<file path="src/rtl/spram_fifo_pkg.sv">
// Shared sizing helpers for the single-port-RAM stream FIFO.
// Latency: n/a (constants and a constant function only).
// Backpressure: n/a.
package spram_fifo_pkg;

  // Prefetch queue holds two RAM rows so one row can be consumed while the next is fetched.
  localparam int RBUF_DEPTH = 4;

  // Write-pairing stage collects one RAM row worth of entries.
  localparam int WBUF_SLOTS = 2;

  // Two entries share each RAM row.
  function automatic int rows_of(input int depth);
    return depth / 2;
  endfunction

endpackage

</file>
<file path="src/rtl/spram_row.sv">
// Single-port synchronous RAM, one access per cycle, write-first.
// Latency: read data valid the cycle after the access (registered address).
// Backpressure: none; the caller arbitrates the single port.
module spram_row
  import spram_fifo_pkg::*;
#(
  parameter int ROWS  = 8,
  parameter int WIDTH = 16,
  parameter int AW    = $clog2(ROWS)
) (
  input  logic             clk,
  input  logic             rst_n,
  input  logic             en,
  input  logic             we,
  input  logic [AW-1:0]    addr,
  input  logic [WIDTH-1:0] wdata,
  output logic [WIDTH-1:0] rdata
);

  logic [WIDTH-1:0] mem [ROWS];
  logic [AW-1:0]    addr_q;
  logic [AW-1:0]    addr_d;

  // Address is held between accesses so rdata stays stable.
  always_comb begin
    addr_d = addr_q;
    if (en) addr_d = addr;
  end

  // Registered address: reading through it after a write returns the new data.
  always_ff @(posedge clk or negedge rst_n) begin
    if (!rst_n) addr_q <= '0;
    else        addr_q <= addr_d;
  end

  // Storage array is never reset.
  always_ff @(posedge clk) begin
    if (en && we) mem[addr] <= wdata;
  end

  assign rdata = mem[addr_q];

endmodule

</file>
<file path="src/rtl/spram_fifo_wide.sv">
// Valid/ready FIFO on a single-port RAM packed two entries per row; optional peak tracker under SPRAM_FIFO_WATERMARK_EN.
// Latency: push into an empty FIFO is visible on m_valid two cycles later; one push and one pop per cycle sustained.
// Backpressure: s_ready = count < FIFO_DEPTH; m_valid holds the head until m_ready.
module spram_fifo_wide
  import spram_fifo_pkg::*;
#(
  parameter int DATA_WIDTH = 8,
  parameter int FIFO_DEPTH = 16,
  parameter int ADDR_WIDTH = $clog2(FIFO_DEPTH)
) (
  input  logic                  clk,
  input  logic                  rst_n,
  input  logic                  s_valid,
  output logic                  s_ready,
  input  logic [DATA_WIDTH-1:0] s_data,
  output logic                  m_valid,
  input  logic                  m_ready,
  output logic [DATA_WIDTH-1:0] m_data,
  output logic [ADDR_WIDTH:0]   count,
  output logic                  full,
  output logic                  empty
`ifdef SPRAM_FIFO_WATERMARK_EN
  ,
  input  logic                  wm_clear,
  output logic [ADDR_WIDTH:0]   max_count
`endif
);

  localparam int ROWS  = rows_of(FIFO_DEPTH);
  localparam int RW    = ADDR_WIDTH - 1;
  localparam int RCW   = RW + 1;
  localparam int CW    = ADDR_WIDTH + 1;
  localparam int RB_AW = $clog2(RBUF_DEPTH);
  localparam int RB_CW = RB_AW + 1;

  logic [CW-1:0]         count_q, count_d;
  logic [DATA_WIDTH-1:0] wbuf_q [WBUF_SLOTS];
  logic [DATA_WIDTH-1:0] wbuf_d [WBUF_SLOTS];
  logic [1:0]            wcnt_q, wcnt_d;
  logic [RW-1:0]         wrow_q, wrow_d, rrow_q, rrow_d;
  logic [RCW-1:0]        ram_rows_q, ram_rows_d;
  logic                  inflight_q, inflight_d;
  logic [DATA_WIDTH-1:0] rbuf_q [RBUF_DEPTH];
  logic [DATA_WIDTH-1:0] rbuf_d [RBUF_DEPTH];
  logic [RB_AW-1:0]      rhead_q, rhead_d;
  logic [RB_CW-1:0]      rcnt_q, rcnt_d;

  logic                    push, pop, do_drain, do_write, do_read;
  logic [RB_CW-1:0]        rcnt_after_pop;
  logic [RB_CW:0]          rdemand;
  logic [RB_AW-1:0]        rtail, rtail1;
  logic                    ram_en, ram_we;
  logic [RW-1:0]           ram_addr;
  logic [2*DATA_WIDTH-1:0] ram_wdata, ram_rdata;

  assign s_ready = (count_q < CW'(FIFO_DEPTH));
  assign m_valid = (rcnt_q != '0);
  assign m_data  = rbuf_q[rhead_q];
  assign count   = count_q;
  assign full    = (count_q == CW'(FIFO_DEPTH));
  assign empty   = (count_q == '0);

  // Port arbitration (drain > write > read) and next state for every stage.
  always_comb begin
    push = s_valid && s_ready;
    pop  = m_valid && m_ready;
    rcnt_after_pop = rcnt_q - RB_CW'(pop);
    // Rows already fetched but not yet landed still claim rbuf space.
    rdemand = {1'b0, rcnt_after_pop} + (inflight_q ? (RB_CW+1)'(2) : '0);

    // Bypass the RAM only while it and the read pipe are empty, keeping entries in age order.
    do_drain = (ram_rows_q == '0) && !inflight_q && (wcnt_q != 2'd0) &&
               (rcnt_after_pop < RB_CW'(RBUF_DEPTH));
    do_write = !do_drain && (wcnt_q == 2'd2);
    do_read  = !do_drain && !do_write && (ram_rows_q != '0) &&
               (rdemand <= (RB_CW+1)'(RBUF_DEPTH - 2));

    count_d    = count_q + CW'(push) - CW'(pop);
    wrow_d     = wrow_q + RW'(do_write);
    rrow_d     = rrow_q + RW'(do_read);
    ram_rows_d = ram_rows_q + RCW'(do_write) - RCW'(do_read);
    inflight_d = do_read;

    ram_en    = do_write || do_read;
    ram_we    = do_write;
    ram_addr  = do_write ? wrow_q : rrow_q;
    ram_wdata = {wbuf_q[1], wbuf_q[0]};

    // Pairing stage: retire slot0 or the whole pair, then land the new push behind the survivors.
    wbuf_d = wbuf_q;
    wcnt_d = wcnt_q;
    if (do_drain) begin
      wbuf_d[0] = wbuf_q[1];
      wcnt_d    = wcnt_q - 2'd1;
    end else if (do_write) begin
      wcnt_d = 2'd0;
    end
    if (push) begin
      wbuf_d[wcnt_d[0]] = s_data;
      wcnt_d            = wcnt_d + 2'd1;
    end

    // Prefetch queue: the tail is unaffected by a pop, so both sources write at head+count.
    rtail   = rhead_q + rcnt_q[RB_AW-1:0];
    rtail1  = rtail + RB_AW'(1);
    rbuf_d  = rbuf_q;
    if (do_drain) rbuf_d[rtail] = wbuf_q[0];
    if (inflight_q) begin
      rbuf_d[rtail]  = ram_rdata[DATA_WIDTH-1:0];
      rbuf_d[rtail1] = ram_rdata[2*DATA_WIDTH-1:DATA_WIDTH];
    end
    rhead_d = rhead_q + RB_AW'(pop);
    rcnt_d  = rcnt_after_pop + RB_CW'(do_drain) + (inflight_q ? RB_CW'(2) : '0);
  end

  // State registers; reset discards all held entries.
  always_ff @(posedge clk or negedge rst_n) begin
    if (!rst_n) begin
      count_q    <= '0;
      wbuf_q     <= '{default: '0};
      wcnt_q     <= '0;
      wrow_q     <= '0;
      rrow_q     <= '0;
      ram_rows_q <= '0;
      inflight_q <= 1'b0;
      rbuf_q     <= '{default: '0};
      rhead_q    <= '0;
      rcnt_q     <= '0;
    end else begin
      count_q    <= count_d;
      wbuf_q     <= wbuf_d;
      wcnt_q     <= wcnt_d;
      wrow_q     <= wrow_d;
      rrow_q     <= rrow_d;
      ram_rows_q <= ram_rows_d;
      inflight_q <= inflight_d;
      rbuf_q     <= rbuf_d;
      rhead_q    <= rhead_d;
      rcnt_q     <= rcnt_d;
    end
  end

  spram_row #(
    .ROWS  (ROWS),
    .WIDTH (2*DATA_WIDTH),
    .AW    (RW)
  ) u_ram (
    .clk   (clk),
    .rst_n (rst_n),
    .en    (ram_en),
    .we    (ram_we),
    .addr  (ram_addr),
    .wdata (ram_wdata),
    .rdata (ram_rdata)
  );

`ifdef SPRAM_FIFO_WATERMARK_EN
  logic [CW-1:0] max_count_q, max_count_d;

  // Peak occupancy tracker; clear reloads it from the present count.
  always_comb begin
    max_count_d = max_count_q;
    if (wm_clear)                 max_count_d = count_q;
    else if (count_q > max_count_q) max_count_d = count_q;
  end

  // Peak register.
  always_ff @(posedge clk or negedge rst_n) begin
    if (!rst_n) max_count_q <= '0;
    else        max_count_q <= max_count_d;
  end

  assign max_count = max_count_q;
`endif

endmodule
</file>
<file path="config.mk">
export PLATFORM = sky130hd
export DESIGN_NAME = spram_fifo_wide
export DESIGN_NICKNAME = d
export VERILOG_FILES = /design/src/rtl/spram_fifo_pkg.sv /design/src/rtl/spram_row.sv /design/src/rtl/spram_fifo_wide.sv
export SDC_FILE = /design/constraint.sdc
export NUM_CORES = 1
export LEC_CHECK = 0
export CAP_MARGIN = 20
export CORE_MARGIN = 8
export CORE_UTILIZATION = 40
export CTS_BUF_LIST = sky130_fd_sc_hd__clkbuf_16
export CTS_CLUSTER_SIZE = 20
export DETAILED_ROUTE_END_ITERATION = 16
export GPL_TIMING_DRIVEN = 0
export SLEW_MARGIN = 15
export SYNTH_ARGS = -nofsm -noshare
export SYNTH_HDL_FRONTEND = slang
export SYNTH_SLANG_ARGS = --single-unit
</file>
<file path="constraint.sdc">
create_clock -name clk -period 3.7 [get_ports clk]
set_clock_uncertainty 0.05 [all_clocks]
set_input_delay 1.11 -clock clk [delete_from_list [all_inputs] [get_ports clk]]
set_output_delay 1.11 -clock clk [all_outputs]
set_load 0.1 [all_outputs]
</file>
==> flow_summary.toml, run 1 <==
[detailed_routing]
initialDrtViolationCount = 522
dr.pass1.iters = 6
wl_per_cell_um = 23.1
viasPerCell = 5.98
totalWireLength_um = 23000
drc_errors = 0
num_vias = 5957
ant_nets = 0

[worst_setup_path]
path_depth = 13
start_kind = "input pin"
crit_path_start = "m_ready"
r2r_end = "ram_rows_q[2]"
crit_family = "adder cells"
critPathKind = "in -> reg"
cp.required_ns = 4.04
cpPeakStageDelay_ns = 0.44
worst-path-buf-inv = 3
rr_startpoint = "rcnt_q[1]"
endpoint = "ram_rows_q[2]"
regToRegSetupSlack_ns = 0.24
crit_fanout = 5
path_cells = "clkdlybuf4s50_1, and2_4, ha_1, ha_1, xor2_1, or4_4, and2_1, buf_4, inv_8, ha_1, ha_2, fa_1, xor2_1"
cp-end-kind = "flip-flop"
critPathArrivalTime_ns = 3.99
ff2ff_path_depth = 13
slowest_stage = "or4_4"
cpMostUsedCell = "ha_1"

[sta]
fin_tns_setup_ns = 0
max_slew_margin_pct = 34.1
fmax_mhz = 274
finalCritPeriodShare_pct = 98.7
finalCriticalPeriod_ns = 3.65
tightest_slew_ns = 0.985
finalHoldViolCount = 0
drv_slew = 0
setup_viol_count_final = 0
timing.hold.ws_ns = 0.453

[layout]
final_nets = 733
n_antenna_cell = 0
final_common_cell = "edfxtp_1"
post-route-cell-area_um2 = 10900
final_cell_mix = "edfxtp_1 (128), dfrtp_1 (73), nand2_1 (45), mux4_2 (36), mux2i_1 (29)"
areaGrowthSynthToFinish_pct = 17.6
drive_gt1_share_pct = 21.2

[place]
hpwl_um = 15700
dpl_cell_area_um2 = 10200
port_buffers = 28
gp_congestion = 0.870

[die]
core-area_um2 = 22700
rows = 55
floorplan.initialDensity_pct = 40.7
boundaryPins = 29
dieArea_um2 = 28300
die_w_um = 168
die_h_um = 168

[run]
maxCapViolCount = 0

[min_path]
hold_path_class = "reg -> reg"

[yosys]
yosys_register_bits = 202
netlist_top_cells_area = "edfxtp_1 (42%), dfrtp_1 (20%), mux4_2 (8.8%)"
postSynthCellCount = 632
syn_area_um2 = 9250
synth_top_cell_area_share_pct = 41.5
yosysTopAreaCell = "edfxtp_1"
yosysWarningCount = 0
syn_nets = 670
synthFlopType = "edfxtp_1"
avgSynthCellArea_um2 = 14.6
yosysSeqAreaShare_pct = 61.6
async_flop_share_pct = 36.6
synth.distinct_cells = 52
synth_edf_count = 128

[grt]
grt_pass1_vias = 6195
grt_pass1_wl_um = 35700
antenna_found_initial = 0
grt_usage_pct = 16.2
grt_remaining_overflow = 0
grt_max_degree = 50

[cts]
root_buffer = "clkbuf_16"
cts_hold_buf = 0
cts_buffers = 22
cts_tree = "done"
clock_latency_ns = 0.51
clock_path_buffers = 3
cts.clk_slew.worst_paths_ns = 0.06
htree_levels = 1
cts.sinks = 202

[status]
outcome = "finished clean"
## metrics by stage
| step | worst slack, ns | cells | util, % |
|---|---|---|---|
| after CTS | 0.0128 | 995 | 47.9 |
| final | 0.0485 | 996 | 47.9 |
| after global placement | -1.51 | 945 | 43.9 |
| after floorplan | -0.0513 | 632 | - |
| after global routing | -0.000105 | 996 | 47.9 |
| after detailed placement | -0.787 | 954 | 44.7 |
## cells in the mapped netlist (all sizes together), types with 12 or more instances
cell	number
ha	23
mux4	36
buf	16
a221oi	18
o21ai	12
a31oi	12
dfrtp	74
a21oi	23
nor2	17
nand3	23
o22ai	13
edfxtp	128
mux2i	29
clkbuf	21
inv	25
mux2	23
a22oi	15
nand2	48
## metal layers
layer	global-route usage (%)	wire length (µm)
met1	21.6	9830
met5	0	0
met3	2.69	1390
met4	5.20	722
met2	26.6	11100
## cell families (layout without fill, tap and decap cells)
kind of cell / count (synthesis) / count (layout) / synth area share [%]
adders and majority gates: 26 / 26 / 3.76
DFF: 202 / 202 / 61.6
buffers and inverters: 64 / 143 / 3.26
muxes: 88 / 88 / 14.7
xor gates and xnor gates: 14 / 14 / 1.49
AOI/OAI and AO/OA: 123 / 123 / 9.11
and+or+nand+nor: 115 / 115 / 6.13
## registers in the layout (all words and copies together), names as in the netlist, named ones only
signal	count
rrow_q	3
count	5
u_ram.mem	128
rbuf_q	32
ram_wdata	8
rhead_q	2
wrow_q	3
ram_rows_q	4
inflight_q	1
rcnt_q	3
wcnt_q	2
u_ram.addr_q	3
## area by class of cell
class | count | area [µm²]
multi-input combinational | 366 | 3390
clock buffer | 22 | 551
timing repair buffer | 40 | 453
buffer | 36 | 195
inverter | 27 | 118
tap | 285 | 357
sequential | 202 | 5700
clock inverter | 18 | 124
fill | 1978 | 11800
## how the worst min path moves through the flow
stage / startpoint / to / slack [ns] / cells past startpoint
floorplan: rrow_q[2] / rrow_q[2] / 0.39 / 1
CTS: rrow_q[2] / rrow_q[2] / 0.44 / 1
global placement: rrow_q[2] / rrow_q[2] / 0.41 / 1
detailed placement: rrow_q[2] / rrow_q[2] / 0.43 / 1
finish: rrow_q[0] / rrow_q[0] / 0.45 / 1
global route: rrow_q[2] / rrow_q[2] / 0.47 / 1
## what timing repair did
| action | 4_1_cts | 5_1_grt |
|---|---|---|
| pin swaps | 0 | 1 |
| endpoints found under the setup margin | 30 | 30 |
| resized for setup | 22 | 12 |
| setup buffers | 2 | 1 |
Power of run 1 is left out: the tool's default activity adds up to more than one toggle a clock period on the data nets, which glitch-free logic cannot reach.
==> inputs of run 2 (changes only) <==
SLEW_MARGIN = 20   (was 15)
==> run 2 against run 1 <==
Maximum frequency up 0.24%. Sequential share of layout area up 0.21 points. Cell area down 0.39%. First-iteration DRC count down 2.5%. Worst hold slack worse by 0.023 ns. Count of clock-buffer cells in the layout up 1. Core utilization down 0.19 points. Die area unchanged. Via count down 1.5%.
==> flow_summary.toml, run 2 (synthesized netlist as in run 1, its figures left out) <==
[sta]
fin_tns_setup_ns = 0
drv_slew = 0
max_slew_margin_pct = 34.2
finalHoldViolCount = 0
finalCriticalPeriod_ns = 3.64
finalCritPeriodShare_pct = 98.5
tightest_slew_ns = 0.984
setup_viol_count_final = 0
fmax_mhz = 275

[grt]
grt_remaining_overflow = 0
grt_max_degree = 50
antenna_found_initial = 0
grt_pass1_vias = 6221
grt_pass1_wl_um = 35800
grt_usage_pct = 16.4

[worst_setup_path]
rr_startpoint = "rcnt_q[1]"
cp.required_ns = 4.04
slowest_stage = "or4_4"
start_kind = "input pin"
r2r_end = "ram_rows_q[2]"
path_cells = "clkdlybuf4s50_1, and2_4, ha_1, ha_2, xor2_2, or4_4, and2_1, buf_4, inv_8, ha_1, ha_2, fa_1, xor2_1"
critPathArrivalTime_ns = 3.98
crit_fanout = 5
ff2ff_path_depth = 13
cpPeakStageDelay_ns = 0.43
regToRegSetupSlack_ns = 0.24
critPathKind = "in -> reg"
cp-end-kind = "flip-flop"

[detailed_routing]
num_vias = 5869
viasPerCell = 5.92
initialDrtViolationCount = 509
ant_nets = 0
drc_errors = 0
totalWireLength_um = 23100
dr.pass1.iters = 6
wl_per_cell_um = 23.3

[cts]
cts.sinks = 202
cts_hold_buf = 0
cts_buffers = 22
clock_path_buffers = 3
cts.clk_slew.worst_paths_ns = 0.06
htree_levels = 1
root_buffer = "clkbuf_16"
cts_tree = "done"
clock_latency_ns = 0.51

[die]
core-area_um2 = 22700
floorplan.initialDensity_pct = 40.7
die_h_um = 168
rows = 55
boundaryPins = 29
die_w_um = 168
dieArea_um2 = 28300

[run]
maxCapViolCount = 0

[layout]
n_antenna_cell = 0
final_nets = 733
regMostFlops = "u_ram.mem"
final_common_cell = "edfxtp_1"
final_cell_mix = "edfxtp_1 (128), dfrtp_1 (73), nand2_1 (45), mux4_2 (36), mux2i_1 (29)"
largest_register_ffs = 128
drive_gt1_share_pct = 21.2
areaGrowthSynthToFinish_pct = 17.2

[min_path]
holdCritStartpoint = "rrow_q[2]"
holdPathEnd = "rrow_q[2]"
hold_path_class = "reg -> reg"
hold_depth = 1

[place]
hpwl_um = 15700
gp_congestion = 0.870
port_buffers = 28

[status]
outcome = "finished clean"
==> run 2: cell types whose count changed in the layout (fill, tap and decap cells not counted), moves of 2 or more <==
cell / previous run / this run
inv_1: 28 / 23
clkinv_1: 4 / 7
clkinv_2: 5 / 3
clkinvlp_4: 4 / 2
ha_2: 1 / 3
==> run 2: cell type report <==
cell class                      instances  area (µm²)
Fill cell                            1994       11900
Sequential cell                       202        5700
Multi-Input combinational cell        366        3390
Buffer                                 36         196
Inverter                               27         118
Tap cell                              285         357
Clock inverter                         12        81.3
Timing Repair Buffer                   40         429
Clock buffer                           23         576
==> run 2: metrics by stage <==
step                      setup slack (ns)  cells  hold slack, ns  instance area, µm²  utilization, %
final                               0.0571    991           0.430               10800            47.7
after global routing               -0.0202    991           0.461               10800            47.7
after CTS                           0.0165    991           0.427               10800            47.8
after detailed placement            -0.785    954           0.419               10100            44.6
after global placement               -1.51    945           0.409                9960            43.9
after floorplan                    -0.0513    632           0.388                9320               -
==> run 2: worst max path at each step <==
stage,from,to,slack (ns),cells past startpoint
finish,m_ready,ram_rows_q[2],0.06,13
global route,m_ready,ram_rows_q[3],-0.02,15
CTS,m_ready,ram_rows_q[2],0.02,13
detailed placement,m_ready,flip-flop,-0.79,12
global placement,m_ready,u_ram.mem[0][0],-1.51,10
floorplan,count[4],full,-0.05,2
==> run 2: what timing repair did <==
action	4_1_cts	5_1_grt
hold endpoints to repair	0	0
resized for setup	25	11
setup buffers	3	0
pin swaps	1	3
endpoints found under the setup margin	52	24
==> run 2: layer usage <==
layer,vias to the layer above,global-route usage [%],wire (µm)
met3,61,3.25,1440
met1,2970,21.0,9730
met5,-,0,0
met4,0,7.07,901
li1,2585,-,-
met2,253,26.6,11000
==> run 2: worst max-delay path: cells and delay by family <==
family                     cells  cell delay (ns)
xor gates and xnor gates       2             0.32
buffers and inverters          3             0.63
adders and majority gates      5             1.17
and+or+nand+nor                3             0.74
Power of run 2 is left out for the same reason.
==> inputs of run 3 (changes only) <==
CORE_UTILIZATION = 49   (was 40)
PLACE_DENSITY = 0.75   (was not set)
==> run 3 against run 2 <==
Via count up 2.5%. Critical endpoint unchanged. Routed wire length down 3.1%. Cell area down 0.38%. Largest cell class unchanged. Worst hold slack better by 0.029 ns. Setup slack better by 0.015 ns. Maximum frequency up 0.40%.
==> flow_summary.toml, run 3 (synthesized netlist as in run 1, its figures left out) <==
[worst_setup_path]
crit_family = "adder cells"
critPathKind = "in -> reg"
endpoint = "ram_rows_q[2]"
start_kind = "input pin"
critPathArrivalTime_ns = 3.95
crit_path_start = "m_ready"
regToRegSetupSlack_ns = 0.25
path_cells = "clkdlybuf4s50_1, and2_4, ha_1, ha_2, xor2_4, or4_4, and2_1, buf_6, clkinv_8, ha_1, ha_2, fa_2, xor2_1"
cp-end-kind = "flip-flop"
crit_fanout = 7
worst-path-buf-inv = 3
cpPeakStageDelay_ns = 0.43
cp.required_ns = 4.03
slowest_stage = "or4_4"
r2r_end = "ram_rows_q[2]"
path_depth = 13
ff2ff_path_depth = 13
rr_startpoint = "rcnt_q[1]"

[sta]
fmax_mhz = 276
tightest_slew_ns = 0.989
finalCritPeriodShare_pct = 98.1
finalHoldViolCount = 0
rsz0062_at_grt = "no"
drv_slew = 0
setup_viol_count_final = 0
max_slew_margin_pct = 33.9
finalCriticalPeriod_ns = 3.63

[detailed_routing]
ant_nets = 0
drc_errors = 0
dr.pass1.iters = 5
viasPerCell = 6.38
wl_per_cell_um = 23.7
totalWireLength_um = 22400
num_vias = 6014
initialDrtViolationCount = 487

[cts]
cts.sinks = 202
cts.clk_slew.worst_paths_ns = 0.06
cts_hold_buf = 0
cts_tree = "done"
clock_path_buffers = 3
cts_buffers = 21
clock_latency_ns = 0.50
root_buffer = "clkbuf_16"
htree_levels = 1

[place]
hpwl_um = 15400
gp_congestion = 0.919
port_buffers = 28

[layout]
areaGrowthSynthToFinish_pct = 16.7
final_nets = 732
n_antenna_cell = 0
final_cell_mix = "edfxtp_1 (128), dfrtp_1 (73), nand2_1 (45), mux4_2 (36), inv_1 (30)"
largest_register_ffs = 128
final_common_cell = "edfxtp_1"
drive_gt1_share_pct = 21.3
utilization_pct = 57.9
regMostFlops = "u_ram.mem"

[grt]
grt_usage_pct = 19.1
grt_pass1_vias = 6421
grt_max_degree = 51
antenna_found_initial = 0
grt_remaining_overflow = 0
grt_pass1_wl_um = 35400

[die]
core-area_um2 = 18600
die_h_um = 153
die_w_um = 153
floorplan.initialDensity_pct = 49.6
rows = 50
boundaryPins = 29
dieArea_um2 = 23500

[status]
outcome = "finished clean"

[run]
maxCapViolCount = 0

[min_path]
hold_path_class = "reg -> reg"
-- run 3: cell count changes in the layout (fill, tap and decap cells not counted), moves of 2 or more --
cell / previous run / this run
clkinv_1: 7 / 4
clkbuf_2: 5 / 1
inv_1: 23 / 30
buf_6: 2 / 5
buf_8: 6 / 4
clkbuf_16: 23 / 21
clkdlybuf4s15_2: 3 / 8
-- run 3: layer usage --
metal	track usage [%]	vias to the layer above	routed length (µm)
li1	-	2586	-
met1	24.2	3060	9040
met2	31.8	296	10900
met3	3.13	72	1600
met4	8.96	0	882
met5	0	-	0
-- run 3: timing repair --
item                                    4_1_cts  5_1_grt
gates resized for setup                      38        4
setup buffers                                 0        3
endpoints found under the setup margin       87       12
pin swaps                                     0        1
gates cloned                                  0        0
-- run 3: area by class of cell --
class	count	area, µm²
buffer	36	200
fill	1388	7840
multi-input combinational	366	3400
clock buffer	21	526
inverter	27	123
timing repair buffer	40	437
clock inverter	17	129
sequential	202	5700
tap	234	293
-- run 3: stage by stage --
step	hold WS (ns)	area, µm²	instances	setup slack, ns	TNS (ns)
2_1_floorplan	0.388	9320	632	-0.0513	-0.0513
3_3_place_gp	0.417	9900	894	-1.41	-229.78
3_5_place_dp	0.428	10100	903	-0.904	-79.89
4_1_cts	0.436	10800	940	0.00623	0
5_1_grt	0.467	10800	943	0.00465	0
6_report	0.459	10800	943	0.0718	0
-- run 3: how the worst min path moves through the flow --
| stage | slack (ns) | depth (start not counted) | start | to |
|---|---|---|---|---|
| global placement | 0.42 | 1 | rrow_q[2] | rrow_q[2] |
| global route | 0.47 | 1 | rrow_q[2] | rrow_q[2] |
| CTS | 0.44 | 1 | rrow_q[2] | rrow_q[2] |
| floorplan | 0.39 | 1 | rrow_q[2] | rrow_q[2] |
| finish | 0.46 | 1 | rrow_q[2] | rrow_q[2] |
| detailed placement | 0.43 | 1 | rrow_q[2] | rrow_q[2] |
Power of run 3 is left out for the same reason.
